File: config.mk
export PLATFORM = sky130hd
export DESIGN_NAME = rc4_key_search_ctrl
export DESIGN_NICKNAME = d
export VERILOG_FILES = /design/src/rtl/rc4_pkg.sv /design/src/rtl/rc4_smem_mux.sv /design/src/rtl/rc4_key_search_ctrl.sv
export SDC_FILE = /design/constraint.sdc
export NUM_CORES = 1
export LEC_CHECK = 0
export CORE_ASPECT_RATIO = 1.25
export CORE_MARGIN = 5
export CORE_UTILIZATION = 42
export CTS_BUF_LIST = sky130_fd_sc_hd__clkbuf_16
export CTS_CLUSTER_SIZE = 16
export DETAILED_ROUTE_END_ITERATION = 6
export GPL_TIMING_DRIVEN = 0
export PLACE_DENSITY = 0.82
export SYNTH_ARGS = -nofsm -noshare
export SYNTH_HDL_FRONTEND = slang
export SYNTH_SLANG_ARGS = --single-unit
File: constraint.sdc
create_clock -name clk -period 3.4 [get_ports clk]
set_input_delay 0.51 -clock clk [delete_from_list [all_inputs] [get_ports clk]]
set_output_delay 0.51 -clock clk [all_outputs]
set_load 0.03 [all_outputs]
File: src/rtl/rc4_pkg.sv
// -----------------------------------------------------------------------------
// rc4_pkg
// Shared definitions for the RC4 brute-force key search controller:
//   - rc4_ctrl_state_t : sequencer state encoding (also used as the S-memory
//                        mux select and exported for debug)
//   - KEY_W / SMEM_AW / MSG_AW : key width, S-memory address width, and the
//                        width of a 0..MSG_LEN-1 byte index
//   - is_valid_char()  : plaintext acceptance test (lower-case ASCII or space)
// -----------------------------------------------------------------------------
package rc4_pkg;

    localparam int KEY_W   = 24;
    localparam int SMEM_AW = 8;
    localparam int MSG_AW  = 5;

    typedef enum logic [3:0] {
        ST_IDLE,
        ST_INIT,
        ST_INIT_WAIT,
        ST_KSA,
        ST_KSA_WAIT,
        ST_DEC,
        ST_DEC_WAIT,
        ST_CHECK,
        ST_NEXT_KEY,
        ST_FOUND,
        ST_FAIL
    } rc4_ctrl_state_t;

    // A decrypted byte is plausible plaintext when it is 'a'..'z' or ' '.
    function automatic logic is_valid_char(input logic [7:0] b);
        return ((b >= 8'h61) && (b <= 8'h7A)) || (b == 8'h20);
    endfunction

endpackage

File: src/rtl/rc4_smem_mux.sv
// -----------------------------------------------------------------------------
// rc4_smem_mux
// 3:1 combinational mux onto the single-port 256x8 S-memory.
// Ports:
//   state                      : controller state, acts as the select
//   init_/ksa_/dec_ addr,data,wren : per-engine memory requests
//   mem_address, mem_data, wren    : to the S-memory
// Only the engine owning the current phase reaches the memory; in every other
// state the port is parked at address 0, data 0, write disabled, so a stray
// write enable from an idle engine can never corrupt S.
// -----------------------------------------------------------------------------
module rc4_smem_mux
    import rc4_pkg::*;
(
    input  rc4_ctrl_state_t      state,
    input  logic [SMEM_AW-1:0]   init_addr,
    input  logic [7:0]           init_data,
    input  logic                 init_wren,
    input  logic [SMEM_AW-1:0]   ksa_addr,
    input  logic [7:0]           ksa_data,
    input  logic                 ksa_wren,
    input  logic [SMEM_AW-1:0]   dec_addr,
    input  logic [7:0]           dec_data,
    input  logic                 dec_wren,
    output logic [SMEM_AW-1:0]   mem_address,
    output logic [7:0]           mem_data,
    output logic                 wren
);

    always_comb begin
        mem_address = '0;
        mem_data    = '0;
        wren        = 1'b0;
        case (state)
            ST_INIT, ST_INIT_WAIT: begin
                mem_address = init_addr;
                mem_data    = init_data;
                wren        = init_wren;
            end
            ST_KSA, ST_KSA_WAIT: begin
                mem_address = ksa_addr;
                mem_data    = ksa_data;
                wren        = ksa_wren;
            end
            ST_DEC, ST_DEC_WAIT: begin
                mem_address = dec_addr;
                mem_data    = dec_data;
                wren        = dec_wren;
            end
            default: ;
        endcase
    end

endmodule

File: src/rtl/rc4_key_search_ctrl.sv
// -----------------------------------------------------------------------------
// rc4_key_search_ctrl
// Sequencer for brute-force RC4 key search. For each candidate key it runs
// S-init, key scheduling and decrypt, watches every byte the decrypt engine
// writes to the output RAM, and either reports the key or moves to the next.
// Ports:
//   clk, reset          : clock (rising edge), async active-high reset
//   start               : one-cycle pulse, begins a search at KEY_MIN
//   secret_key          : current candidate key
//   *_start / *_done    : engine start pulses out, completion pulses in
//   *_addr/*_data/*_wren: engine S-memory requests (muxed onto mem_*/wren)
//   wren_ram, ram_data  : monitored decrypt output writes
//   busy, found, fail   : search status
//   state_dbg           : current sequencer state
//
// Engine handshake: a start output is high for exactly one cycle, in the state
// that launches that engine. The matching done input is a one-cycle pulse and
// is acted on only in that engine's WAIT state; a done pulse seen anywhere else
// is dropped. Both sides are pulses, there is no back-pressure.
// -----------------------------------------------------------------------------
module rc4_key_search_ctrl
    import rc4_pkg::*;
#(
    parameter logic [KEY_W-1:0] KEY_MIN = 24'h000000,
    parameter logic [KEY_W-1:0] KEY_MAX = 24'h3FFFFF,
    parameter int               MSG_LEN = 32
) (
    input  logic                 clk,
    input  logic                 reset,
    input  logic                 start,
    output logic [KEY_W-1:0]     secret_key,
    output logic                 init_start,
    output logic                 ksa_start,
    output logic                 dec_start,
    input  logic                 init_done,
    input  logic                 ksa_done,
    input  logic                 dec_done,
    input  logic [SMEM_AW-1:0]   init_addr,
    input  logic [7:0]           init_data,
    input  logic                 init_wren,
    input  logic [SMEM_AW-1:0]   ksa_addr,
    input  logic [7:0]           ksa_data,
    input  logic                 ksa_wren,
    input  logic [SMEM_AW-1:0]   dec_addr,
    input  logic [7:0]           dec_data,
    input  logic                 dec_wren,
    output logic [SMEM_AW-1:0]   mem_address,
    output logic [7:0]           mem_data,
    output logic                 wren,
    input  logic                 wren_ram,
    input  logic [7:0]           ram_data,
    output logic                 busy,
    output logic                 found,
    output logic                 fail,
    output rc4_ctrl_state_t      state_dbg
);

    // One extra bit so the count can actually reach MSG_LEN.
    localparam int               CNT_W     = MSG_AW + 1;
    localparam logic [CNT_W-1:0] MSG_LEN_C = CNT_W'(MSG_LEN);

    rc4_ctrl_state_t  state_q, state_d;
    logic [KEY_W-1:0] key_q, key_d;
    logic             bad_q, bad_d;
    logic [CNT_W-1:0] cnt_q, cnt_d;

    always_ff @(posedge clk or posedge reset) begin
        if (reset) begin
            state_q <= ST_IDLE;
            key_q   <= KEY_MIN;
            bad_q   <= 1'b0;
            cnt_q   <= '0;
        end else begin
            state_q <= state_d;
            key_q   <= key_d;
            bad_q   <= bad_d;
            cnt_q   <= cnt_d;
        end
    end

    always_comb begin
        state_d = state_q;
        key_d   = key_q;
        bad_d   = bad_q;
        cnt_d   = cnt_q;
        case (state_q)
            ST_IDLE, ST_FOUND, ST_FAIL: begin
                if (start) begin
                    key_d   = KEY_MIN;
                    state_d = ST_INIT;
                end
            end
            ST_INIT:      state_d = ST_INIT_WAIT;
            ST_INIT_WAIT: if (init_done) state_d = ST_KSA;
            ST_KSA:       state_d = ST_KSA_WAIT;
            ST_KSA_WAIT:  if (ksa_done) state_d = ST_DEC;
            ST_DEC: begin
                bad_d   = 1'b0;
                cnt_d   = '0;
                state_d = ST_DEC_WAIT;
            end
            ST_DEC_WAIT: begin
                // A bad byte does not abort the engine; the verdict waits for
                // dec_done so the engines always finish a clean pass.
                if (wren_ram) begin
                    if (cnt_q < MSG_LEN_C) cnt_d = cnt_q + CNT_W'(1);
                    if (!is_valid_char(ram_data)) bad_d = 1'b1;
                end
                if (dec_done) state_d = ST_CHECK;
            end
            ST_CHECK: begin
                if (!bad_q && (cnt_q == MSG_LEN_C)) state_d = ST_FOUND;
                else                                 state_d = ST_NEXT_KEY;
            end
            ST_NEXT_KEY: begin
                // The last key is reported as-is on failure; no wrap.
                if (key_q == KEY_MAX) begin
                    state_d = ST_FAIL;
                end else begin
                    key_d   = key_q + KEY_W'(1);
                    state_d = ST_INIT;
                end
            end
            default: state_d = ST_IDLE;
        endcase
    end

    assign secret_key = key_q;
    assign init_start = (state_q == ST_INIT);
    assign ksa_start  = (state_q == ST_KSA);
    assign dec_start  = (state_q == ST_DEC);
    assign found      = (state_q == ST_FOUND);
    assign fail       = (state_q == ST_FAIL);
    assign busy       = !((state_q == ST_IDLE) || (state_q == ST_FOUND) || (state_q == ST_FAIL));
    assign state_dbg  = state_q;

    rc4_smem_mux u_smem_mux (
        .state       (state_q),
        .init_addr   (init_addr),
        .init_data   (init_data),
        .init_wren   (init_wren),
        .ksa_addr    (ksa_addr),
        .ksa_data    (ksa_data),
        .ksa_wren    (ksa_wren),
        .dec_addr    (dec_addr),
        .dec_data    (dec_data),
        .dec_wren    (dec_wren),
        .mem_address (mem_address),
        .mem_data    (mem_data),
        .wren        (wren)
    );

endmodule

Word level (Yosys, flattened, before mapping)
Cells that the tools add are included.
Storage, ports and cells
  register bits: 35
  input port bits: 66
  output and inout bits: 51
  logic and storage cells: 67
Operators by class
  $add $sub $neg: 2
  $lt $le $gt $ge: 3
  eq/ne operators: 21
  mux-type cells: 19
  reduce and logical (&&, ||, !) cells: 18
Operators with widths (count)
  $mux 24: 2
  $pmux 24 s2: 1
  $pmux 8 s3: 2
  $pmux 4 s9: 1
  $add 24x1->24 const B: 1
  $eq 24x22->1 const B: 1
  $mux 4: 5
  $eq 4x3->1 const B: 4
  $ne 2x2->1 const B: 8
  $eq 4x4->1 const B: 3
  $mux 6: 2
  $pmux 6 s2: 1
  $reduce_and 3->1: 3
  $eq 4x2->1 const B: 2
  $eq 8x6->1 const B: 1
  $ge 8x7->1 const B: 1
  $le 8x7->1 const B: 1
  $add 6x1->6 const B: 1
  $eq 6x6->1 const B: 1
  $lt 6x6->1 const B: 1
  $reduce_or 2->1: 3
  $eq 4x1->1 const B: 1
  $logic_not 4->1: 1
  $reduce_and 4->1: 1
  8 further kinds: 15

Depth between registers and ports, before layout
  depth in word-level cells: 6
  mapped depth: 9

Hierarchy
A second synthesis with hierarchy kept.
Unflattened totals
  cell total of the unflattened synthesis: 302
  area total of the unflattened synthesis: 2603.7 µm²
By module, submodules not included
  rc4_key_search_ctrl: instances 1, cells each 252, area each 2187.1 µm², sequential area each 875.8 µm²
  rc4_smem_mux: instances 1, cells each 50, area each 416.6 µm², sequential area each 0.0 µm²

Worst setup path before layout
No wires, ideal clock.
  kind: register to output
  start point: register state_q[0], in the netlist state_dbg[0]
  end point: output mem_address[0]
  arrival: 2321 ps
  data required time: 2890 ps
  path slack: 569 ps
  cell stages (with the launch flop): 8
  cells stage by stage: dfrtp_1 clkbuf_1 nand2b_1 clkbuf_1 a211oi_1 clkbuf_1 a22o_1 a21o_1
Between the ends
  cells in the longest elaborated chain, start to end: 3
Ends and longest elaborated chain
  from (decl): RTL line rc4_key_search_ctrl.sv:62  | rc4_ctrl_state_t state_q, state_d;
  from (signal assigned): RTL line rc4_key_search_ctrl.sv:74  | state_q <= state_d;
  $eq 4x3->1, or another cell as far along: RTL line rc4_smem_mux.sv:34  | case (state)
  $reduce_or 2->1: RTL line rc4_smem_mux.sv:34
  $pmux 8 s3 (*): RTL line rc4_smem_mux.sv:34
  to (decl): RTL line rc4_key_search_ctrl.sv:47  | output logic [SMEM_AW-1:0] mem_address,
Mark *: on every way between the ends. The rest lies on a longest branch, timed or not.

Worst setup path after layout
  start point: register state_q[1], in the netlist state_dbg[1]
  end point: output mem_data[1]
Between the ends
  cells in the longest elaborated chain, start to end: 3
Ends and longest elaborated chain
  $eq 4x3->1, or another cell as far along: RTL line rc4_smem_mux.sv:34
  $reduce_or 2->1: RTL line rc4_smem_mux.sv:34
  $pmux 8 s3 (*): RTL line rc4_smem_mux.sv:34
  to (decl): RTL line rc4_key_search_ctrl.sv:48  | output logic [7:0] mem_data,
Marked as above.

==> reports/summary.md <==
The dominant cell by count in the synthesized netlist is dfrtp_1. STA classifies the critical path endpoint as a primary output. The worst setup path is launched from a flop. The tools report the number of clock sinks as 35. Ranked by total cell area, the synthesized netlist is headed by dfrtp_1 35%, a22o_1 6.4%, a21o_1 5.5%. The worst hold path cell count is 2, and the number of synthesized flops with an enable pin is 0.

The data required time at the worst endpoint was 2890 ps. Across the run, the number of max-cap violations was 0. Timing would allow up to 310 MHz.

The H-tree generated during clock tree synthesis spans 2 levels. The setup slack after layout is 171 ps, and the proportion of synthesized flip-flops having asynchronous set or reset is 1.00. The post-route fraction of the period consumed by the critical path works out to 0.950.

Among all stages on the critical path, the largest delay is contributed by clkdlybuf4s50_1. When the netlist entered floorplanning its net count stood at 357. For hold timing, the worst endpoint is bad_q$_DFFE_PP0P_. By area, the combinational part of the netlist is dominated by compound AO/OA/AOI/OAI gates. In this run the mean area of a mapped cell was 8.59 um2.

Between clock sinks in the finished design, the worst skew comes to 6.94 ps. The maximum fanout encountered on the critical timing path is 10, and the number of setup violations in the final report is 0. The effective utilization at floorplan is 0.428.

The startpoint identified for the worst hold timing path is bad_q$_DFFE_PP0P_. The tools report the area of the die as 7540 um2. The post-detailed-route DRC marker count is 0. Basic-gate share of the synthesized area counting and, or, nand and nor cells: 0.263.

The library cell with the largest summed area after synthesis is dfrtp_1. Clock tree synthesis selected as its root buffer the cell clkbuf_16. The global routing usage on met2 was 0.434; the synthesis-stage register bit count was 35.

The flow ran to the end, and the final reports show no timing, DRC or antenna violations. The critical path goes through buf_6, nand2b_1, clkbuf_1, a21oi_4, clkbuf_2, a22o_1, a21o_1, clkdlybuf4s50_1. Buffers placed on the I/O ports in this run total 116. The portion of synthesized cell area occupied by the leading cell type was 0.354. The die is 95.8 um tall.

The cell area that synthesis handed to floorplanning was 2470 um2. The most critical setup path has its startpoint at state_dbg[1]$_DFFE_PP0P_. For the number of antenna violations at the first check in global routing, the log shows 0.

Counting the buffers created by CTS gives 5. VDD sags by at most 0.557 mV. The tightest min-delay check is of the flop to flop type.

Synthesis produced a netlist whose cell count is 288. met2 is the most crowded layer. For the pin with the worst max-slew slack, the measured transition is 824 ps.

During synthesis, Yosys emitted a total of 0 warnings. Remaining max-slew budget at the tightest pin: 0.446. The final routed wire length divided by cell count is 17.0 um. The core occupancy in the finished layout is 0.675, and the worst reg-to-reg path cell count is 9. The total routing resource utilization after global routing came out at 0.219.

In this run the critical register-to-register path is captured at secret_key[17]$_DFFE_PP0P_. The worst path in the final design needs a cycle of 3230 ps, including I/O delays and setup. Once detailed placement completed, the half-perimeter wirelength came to 6.42 mm. The fraction of met1 tracks used by global routing was 0.214; the number of cell rows was 31. At the end of routability-driven placement, the weighted congestion stood at 0.864. After detailed routing, the total wire length is 8.10 mm. The floorplan step set the die width to 78.7 um.

The sequential element share of the synthesized area was 0.354. The global routing usage on met3 was 0.0768; the final layout net count was 480. The final-report max-slew violation count is 0, and the fraction of the mapped netlist area in compound gates is 0.293. The first global-routing pass estimated 13.2 mm of wire. The synthesized netlist contains 54 unique library cells. The total I/O pin count was 117; the total number of vias was 2812. In this run the critical register-to-register path is launched from state_dbg[2]$_DFFE_PP0P_. In this run the remaining antenna-violating nets after routing total 0. The logs give 36 for the maximum number of pins on one net before global-route repair and 0 for the total overflow reported by the global router. In the final timing run, aggregate negative setup slack is 0 ps. Synthesized-area fraction occupied by xor and xnor cells: 0.0212. The area inside the core boundary came out at 5780 um2. Compared with the post-synthesis result, the final layout area differs by 57.7%.

For this run, the detailed router's first-pass iteration total came to 4. The number of antenna diodes in the final layout is 0. Kind of cell adding the most delay to the critical path: buffers and inverters. The clock slew at the register clock pins of the worst setup and hold paths came out at 60 ps. Sorting the synthesized cells by how often they occur yields 35 x dfrtp_1, 22 x nor2_1, 21 x nand2_1. The fill cell total of the finished layout was 485; the worst slack at placement was -291 ps.

TritonCTS built the clock tree. The mux cell area share after synthesis is 0.00859, and the worst setup slack for register-to-register paths is 770 ps. The count of buffering cells on the critical path with inverters included is 4. For this run, the leading register cell type out of synthesis is dfrtp_1. The hold violation total from the final report is 0.

In this design, the stage delay of the slowest critical-path cell is 670 ps. The run gives 0 as the hold buffer count at cts. For the worst-skew pair, the clock arrives at the later sink with an insertion delay of 280 ps. Data on the critical path arrives at its endpoint at 2720 ps. The via count of the first global-routing pass was 2928; the leakage power figure was 0.00163 uW. Total power divided by cell area: 716 nW/um2. The critical path in this run is classified as flop to primary output.

The fraction of the mapped netlist area in adder cells came out at 0.0152. The number of buffers on the longest clock path is 2, and the share of final-layout standard cells stronger than drive strength 1 is 0.0801. The initial detailed-routing violation count was 168; the via count normalized by instance count was 5.88.
## layout make-up
type | count | area (um2) | area share
clock inverter | 3 | 16.3 | 0.00417
inverter | 5 | 18.8 | 0.00481
tap | 66 | 82.6 | 0.0212
multi-input combinational | 231 | 1520 | 0.389
clock buffer | 5 | 125 | 0.0321
sequential | 35 | 877 | 0.225
timing repair buffer | 117 | 1170 | 0.299
buffer | 16 | 96.3 | 0.0247
## metal layers
| metal | vias up | wire (um) |
|---|---|---|
| li1 | 1342 | - |
| met1 | 1336 | 2860 |
| met2 | 125 | 4380 |
| met3 | 9 | 789 |
| met4 | 0 | 72 |
| met5 | - | 0 |
## report_power, final
group	total (uW)	internal [uW]	switching, uW
Combinational	1810	793	1020
Clock	441	267	174
Sequential	540	472	67.3
## worst max-delay path by stage
stage	cells past startpoint	end	slack (ps)
after floorplan	7	mem_address[0]	570
after global placement	8	wren	-260
after detailed placement	8	mem_data[3]	-290
after CTS	9	mem_data[3]	30
after global routing	8	wren	-6
final	8	mem_data[1]	170
## logic make-up (layout without fill, tap and decap cells)
logic type	count (synthesis)	in the layout
XOR/XNOR	6	6
buffers and inverters	22	146
AO/OA/AOI/OAI	105	105
flip-flops	35	35
multiplexers	2	2
adder cells (fa/ha/maj)	3	3
AND/OR/NAND/NOR	115	115
## what timing repair did
item | in CTS | in global routing
gates resized for setup | 8 | 5
buffers inserted | 0 | 1
pin swaps | 0 | 1
endpoints found under the setup margin | 17 | 10
## flip-flops by register name, summed over array words and instances, names as in the netlist
| name | cells |
|---|---|
| cnt_q | 6 |
| bad_q | 1 |
| secret_key | 24 |
| state_dbg | 4 |
## worst reg2reg max path: stages, from the launching register on
cell and delay, ps:
dfrtp_1 370, clkbuf_1 200, or4b_4 520, buf_6 150, or4_4 530, buf_6 150, o211ai_2 210, buf_6 170
nor4_1 60, o21bai_1 160
## per-stage QoR
step / power, uW / hold slack (ps) / std cells / area [um2]
2_1_floorplan: 1650 / 468 / 288 / 2470
3_5_place_dp: 2300 / 497 / 470 / 3720
6_report: 2800 / 510 / 478 / 3900
4_1_cts: 2780 / 507 / 477 / 3880
5_1_grt: 2960 / 556 / 478 / 3900
3_3_place_gp: 2290 / 490 / 470 / 3720
## layout by cell type (no fill, tap or decap), types with 4 or more instances in the layout
cell,n
or3_1,12
inv_1,5
clkbuf_1,7
o21ai_0,20
nand3_1,8
clkdlybuf4s50_1,116
clkbuf_16,5
nor2_1,21
buf_6,4
dfrtp_1,34
o31ai_1,4
a22o_1,18
a21o_1,18
and2_1,4
xor2_1,5
a21oi_1,14
o21ai_1,5
nand2_1,21
nand2b_1,6
or4_1,5
nand4_1,12
a31oi_1,5
nor3_1,4
clkbuf_2,5
(Power assumes the default switching activity.)
